## src/rtl/uart_hex_byte_receiver.sv

```systemverilog
// UART 8N1 ASCII-hex receiver feeding a FWFT byte FIFO; define UART_HEX_LOWERCASE_EN to also accept 'a'-'f'.
// Latency: FIFO write one cycle after the low char's stop sample, rx_valid the cycle after that.
// Backpressure: RTS high at occupancy >= depth-1; a push into a full FIFO is dropped with overrun_err.
module uart_hex_byte_receiver #(
    parameter int CLKS_PER_BIT    = 868,
    parameter int FIFO_ADDR_WIDTH = 2
) (
    input  logic       clk,
    input  logic       rst_n,
    input  logic       RXD,
    output logic       RTS,
    output logic [7:0] rx_data,
    output logic       rx_valid,
    input  logic       rx_ready,
    output logic       frame_err,
    output logic       char_err,
    output logic       overrun_err
);

    localparam int CW    = $clog2(CLKS_PER_BIT);
    localparam int HALF  = CLKS_PER_BIT / 2;
    localparam int DEPTH = 1 << FIFO_ADDR_WIDTH;
    localparam int NW    = FIFO_ADDR_WIDTH + 1;
    localparam logic [NW-1:0] FULL_CNT = NW'(DEPTH);
    localparam logic [NW-1:0] RTS_CNT  = NW'(DEPTH - 1);
    localparam logic [CW-1:0] HALF_END = CW'(HALF - 1);
    localparam logic [CW-1:0] BIT_END  = CW'(CLKS_PER_BIT - 1);

    typedef enum logic [1:0] {IDLE, START, DATA, STOP} state_t;

    logic          rxd_meta, rxd_sync;
    state_t        state, state_nxt;
    logic [CW-1:0] clk_cnt, clk_cnt_nxt;
    logic [2:0]    bit_cnt, bit_cnt_nxt;
    logic [7:0]    shift, shift_nxt;
    logic          char_done;

    logic          is_hex, is_eol;
    logic [3:0]    nib, hi_reg;
    logic          phase_lo;
    logic          push_vld;
    logic [7:0]    push_dat;

    logic [7:0]                 mem [DEPTH];
    logic [FIFO_ADDR_WIDTH-1:0] wr_ptr, rd_ptr;
    logic [NW-1:0]              count, count_nxt;
    logic                       pop, push_ok, full;

    always_ff @(posedge clk or negedge rst_n) begin
        if (!rst_n) begin
            rxd_meta <= 1'b1;
            rxd_sync <= 1'b1;
        end else begin
            rxd_meta <= RXD;
            rxd_sync <= rxd_meta;
        end
    end

    always_ff @(posedge clk or negedge rst_n) begin
        if (!rst_n) begin
            state   <= IDLE;
            clk_cnt <= '0;
            bit_cnt <= '0;
            shift   <= '0;
        end else begin
            state   <= state_nxt;
            clk_cnt <= clk_cnt_nxt;
            bit_cnt <= bit_cnt_nxt;
            shift   <= shift_nxt;
        end
    end

    always_comb begin
        state_nxt   = state;
        clk_cnt_nxt = clk_cnt + 1'b1;
        bit_cnt_nxt = bit_cnt;
        shift_nxt   = shift;
        char_done   = 1'b0;
        case (state)
            IDLE: begin
                clk_cnt_nxt = '0;
                if (!rxd_sync) begin
                    state_nxt   = START;
                    bit_cnt_nxt = '0;
                end
            end
            START: begin
                // A start edge that is high again at mid-bit was noise.
                if (clk_cnt == HALF_END) begin
                    clk_cnt_nxt = '0;
                    state_nxt   = rxd_sync ? IDLE : DATA;
                end
            end
            DATA: begin
                if (clk_cnt == BIT_END) begin
                    clk_cnt_nxt = '0;
                    shift_nxt   = {rxd_sync, shift[7:1]};
                    bit_cnt_nxt = bit_cnt + 1'b1;
                    if (bit_cnt == 3'd7) state_nxt = STOP;
                end
            end
            STOP: begin
                if (clk_cnt == BIT_END) begin
                    clk_cnt_nxt = '0;
                    char_done   = 1'b1;
                    state_nxt   = IDLE;
                end
            end
            default: state_nxt = IDLE;
        endcase
    end

    always_comb begin
        is_hex = 1'b0;
        nib    = shift[3:0];
        if (shift >= 8'h30 && shift <= 8'h39) begin
            is_hex = 1'b1;
        end else if (shift >= 8'h41 && shift <= 8'h46) begin
            is_hex = 1'b1;
            nib    = shift[3:0] + 4'd9;
        end
`ifdef UART_HEX_LOWERCASE_EN
        else if (shift >= 8'h61 && shift <= 8'h66) begin
            is_hex = 1'b1;
            nib    = shift[3:0] + 4'd9;
        end
`endif
    end

    assign is_eol = (shift == 8'h0D) || (shift == 8'h0A);

    // Any bad frame or non-hex char realigns the pair boundary to the high nibble.
    always_ff @(posedge clk or negedge rst_n) begin
        if (!rst_n) begin
            frame_err <= 1'b0;
            char_err  <= 1'b0;
            push_vld  <= 1'b0;
            push_dat  <= '0;
            hi_reg    <= '0;
            phase_lo  <= 1'b0;
        end else begin
            frame_err <= char_done && !rxd_sync;
            char_err  <= char_done && rxd_sync && !is_hex && !is_eol;
            push_vld  <= char_done && rxd_sync && is_hex && phase_lo;
            push_dat  <= {hi_reg, nib};
            if (char_done) begin
                if (rxd_sync && is_hex) begin
                    phase_lo <= !phase_lo;
                    if (!phase_lo) hi_reg <= nib;
                end else begin
                    phase_lo <= 1'b0;
                end
            end
        end
    end

    assign rx_valid = (count != '0);
    assign rx_data  = mem[rd_ptr];
    assign full     = (count == FULL_CNT);
    assign pop      = rx_valid && rx_ready;
    assign push_ok  = push_vld && (!full || pop);

    always_comb begin
        count_nxt = count;
        if (push_ok && !pop)      count_nxt = count + 1'b1;
        else if (!push_ok && pop) count_nxt = count - 1'b1;
    end

    always_ff @(posedge clk or negedge rst_n) begin
        if (!rst_n) begin
            for (int i = 0; i < DEPTH; i++) mem[i] <= '0;
            wr_ptr      <= '0;
            rd_ptr      <= '0;
            count       <= '0;
            RTS         <= 1'b0;
            overrun_err <= 1'b0;
        end else begin
            if (push_ok) begin
                mem[wr_ptr] <= push_dat;
                wr_ptr      <= wr_ptr + 1'b1;
            end
            if (pop) rd_ptr <= rd_ptr + 1'b1;
            count       <= count_nxt;
            // One slot of headroom covers the byte already on the wire when RTS rises.
            RTS         <= (count_nxt >= RTS_CNT);
            overrun_err <= push_vld && full && !pop;
        end
    end

endmodule
```

## config.mk

```make
export PLATFORM = sky130hd
export DESIGN_NAME = uart_hex_byte_receiver
export DESIGN_NICKNAME = d
export VERILOG_FILES = /design/src/rtl/uart_hex_byte_receiver.sv
export SDC_FILE = /design/constraint.sdc
export NUM_CORES = 1
export LEC_CHECK = 0
export CAP_MARGIN = 20
export CORE_MARGIN = 2
export CORE_UTILIZATION = 64
export DETAILED_ROUTE_END_ITERATION = 10
export PLACE_DENSITY_LB_ADDON = 0.12
export SKIP_LAST_GASP = 1
export SLEW_MARGIN = 15
export SYNTH_ARGS = -nofsm -noshare
export SYNTH_HDL_FRONTEND = slang
export SYNTH_SLANG_ARGS = --single-unit
```

## constraint.sdc

```tcl
create_clock -name clk -period 4.9 [get_ports clk]
set_clock_uncertainty 0.1 [all_clocks]
set_input_delay 0.98 -clock clk [delete_from_list [all_inputs] [get_ports clk]]
set_output_delay 0.98 -clock clk [all_outputs]
set_load 0.05 [all_outputs]
```

==> metrics.txt <==
outcome=complete, no violations; max reg flops=32; largest family of logic cells by synthesized area=multiplexers; die extent in x=80.76 um; DRC viols=0; Max Root-Sink Buffers=2; critical path launch point=rd_ptr[0]$_DFFE_PN0P_; post-route setup TNS=0 ps; net count after synthesis=~300; final net count=324; mux share of post-synthesis cell area=0.1908; die area=about 6500 um^2; Req. time, crit path=3820 ps; hold path cells=0; CP max stage delay=710 ps; Seq/Total Area, Yosys=0.5448; hold_buf cts=0; WL/cell=16.79 um; multi-input logic area=roughly 1600 um^2; pre-CTS setup slack=1827 ps; hold path start=rxd_meta$_DFF_PN1_; M1 WL=between 2 and 3 mm; root buffer cell=clkbuf_8; register area=2054 um^2; largest register by flop count=mem; CP Max Fanout=10; R2R depth=7; Tmin final=3425 ps; share of layout cells above drive strength 1=0.2548; Synth Warn #=0; CTS buffer count=9; Post-synth top cells=dfrtp_1 (80), mux2_2 (39), nor2_1 (19); htree depth=3; Layout area overhead=11.51%; core area=between 5000 and 6000 um^2; Data arrival, critical path=2340 ps; postcts setup bufs=0; detailed placement HPWL=4.282 mm; Reg2Reg Capture Point=hi_reg[3]$_DFFE_PN0P_; gr ovfl total=0; Top delay family on crit path=buffers and inverters; FP Rows=27; Adder-Cell Fraction of Synth Area=0.04977; EDFF count, synth=0; end of the worst hold path=rxd_sync$_DFF_PN1_; maximum VDD drop=0.0002047 V; Fin. Hold Viols=0; Synth top area share=0.5309; WS Path Type=register to primary output; met2 WL=3.197 mm; Cell variety after synth=51; worst skew pair latency=350 ps; type of element capturing the critical path=primary output; port buffer count=16; Area contributors post-synth=dfrtp_1 (53%), mux2_2 (12%), ha_1 (5.0%), mux4_2 (4.8%), xnor2_1 (2.8%); Syn Std Cell Area=3771 um^2; FMAX=0.2920 GHz; ys flop type=dfrtp_1; IO Pins=17; # setup viols final=0; Reg2Reg Launch Point=shift[0]$_DFFE_PN0P_; CTS resizes=0; Post-DRT Antenna Nets=0; highest metal used=met4; Synth area leader=dfrtp_1; Clk pin slew, worst setup/hold paths=80 ps; GPL Wtd Cong=0.8280; Cell Pwr Density=283.9 nW/um^2; asr flop ratio synth=1.000; WL met3=194 um; period utilization=0.6989; Max Slew Vio Count=0; antenna violations before repair=0; max-cap violations=0; placed cell count=between 300 and 400; CP Launch Type=register; Post-Synth Simple-Gate Area=0.1045; RSZ-0062 raised after global routing=no; Fillers=about 360; first-pass GRT wire length=11.10 mm; ant diodes=0; PnR worst setup slack=1476 ps; compound-gate portion of the synthesized area=0.05441; Starting Density=0.6725; vias per cell=about 5.8; biggest registers after layout=mem (32), clk_cnt (10); Yosys reg bits=82; Synth Area in XOR/XNOR=0.03251; pin count of the biggest net entering global routing=83; Non-Filler Instances=roughly 380; vias in the first global route=2,330; Mapped Cells=285; Slew headroom=0.5301; Least-Margin Pin Slew=between 700 and 800 ps; cell with the most instances after synthesis=dfrtp_1; CP Buf/Inv Count=1; LEAKAGE=1.987 nW; total track usage=0.2271; FF-to-FF setup slack=~2500 ps; detailed router's first-iteration violation count=141; via count=2,228; critical path cell sequence=mux4_2 > clkdlybuf4s50_1; drt first pass iters=4; Detailed Route WL=about 6.4 mm; worst hold path type=register to register; CTS tree=done; die height=about 80 um; CTS sink count=82; slowest CP cell=clkdlybuf4s50_1; mean post-synth cell area=roughly 13 um^2
power by group:
part / internal, mW / switching [mW] / total, mW
Clock: 0.263 / 0.233 / 0.496
Sequential: 0.678 / 0.00105 / 0.679
Combinational: 0.00475 / 0.0150 / 0.0198
Total: 0.945 / 0.249 / 1.19
metrics by stage:
| step | instance area [um^2] | hold WS, ps | power [mW] | util |
|---|---|---|---|---|
| final | 4205 | 261.1 | 1.194 | 0.7499 |
| after global routing | 4205 | 266.1 | 1.239 | 0.7499 |
| after CTS | 4178 | 262.3 | 1.204 | 0.7450 |
| after detailed placement | 3973 | 247.5 | 0.7099 | 0.7084 |
| after global placement | 3973 | 250.4 | 0.7097 | 0.7084 |
| after floorplan | 3771 | 245.2 | 0.6934 | - |
worst max-delay path by stage:
stage / slack (ps) / end / depth (start not counted)
final: 1480 / rx_data[4] / 2
after global routing: 1330 / rx_data[3] / 2
after CTS: 1440 / rx_data[4] / 2
after detailed placement: 1830 / rx_data[4] / 2
after global placement: 1850 / rx_data[2] / 2
after floorplan: 2300 / rx_data[0] / 2
area by class of cell:
class                           instances  area share
Timing Repair Buffer                   17     0.04403
Clock inverter                          4     0.01190
Sequential cell                        82      0.4885
Tap cell                               72     0.02142
Inverter                               11    0.009819
Clock buffer                           12     0.03689
Multi-Input combinational cell        184      0.3874
logic make-up after synthesis:
| family | Yosys count |
|---|---|
| AOI/OAI and AO/OA | 28 |
| adders and majority gates | 15 |
| buffers and inverters | 19 |
| xor gates and xnor gates | 14 |
| DFF | 82 |
| muxes | 55 |
| and+or+nand+nor | 72 |
per-layer routing:
metal,up-vias,GRT usage
li1,1054,-
met1,1119,0.2969
met2,44,0.3775
met3,11,0.04000
met4,0,0.09831
met5,-,0
layout by cell type (no fill, tap or decap), types with 9 or more instances in the layout:
cell type / Yosys / final
nand2_1: 18 / 18
nand3_1: 9 / 9
xnor2_1: 12 / 12
o21ai_0: 10 / 10
clkbuf_8: 0 / 11
clkdlybuf4s50_1: 0 / 15
dfrtp_1: 80 / 80
ha_1: 15 / 15
inv_1: 11 / 11
nor2_1: 19 / 19
mux2_2: 39 / 39
No activity file was read; power rests on OpenSTA's default activity.
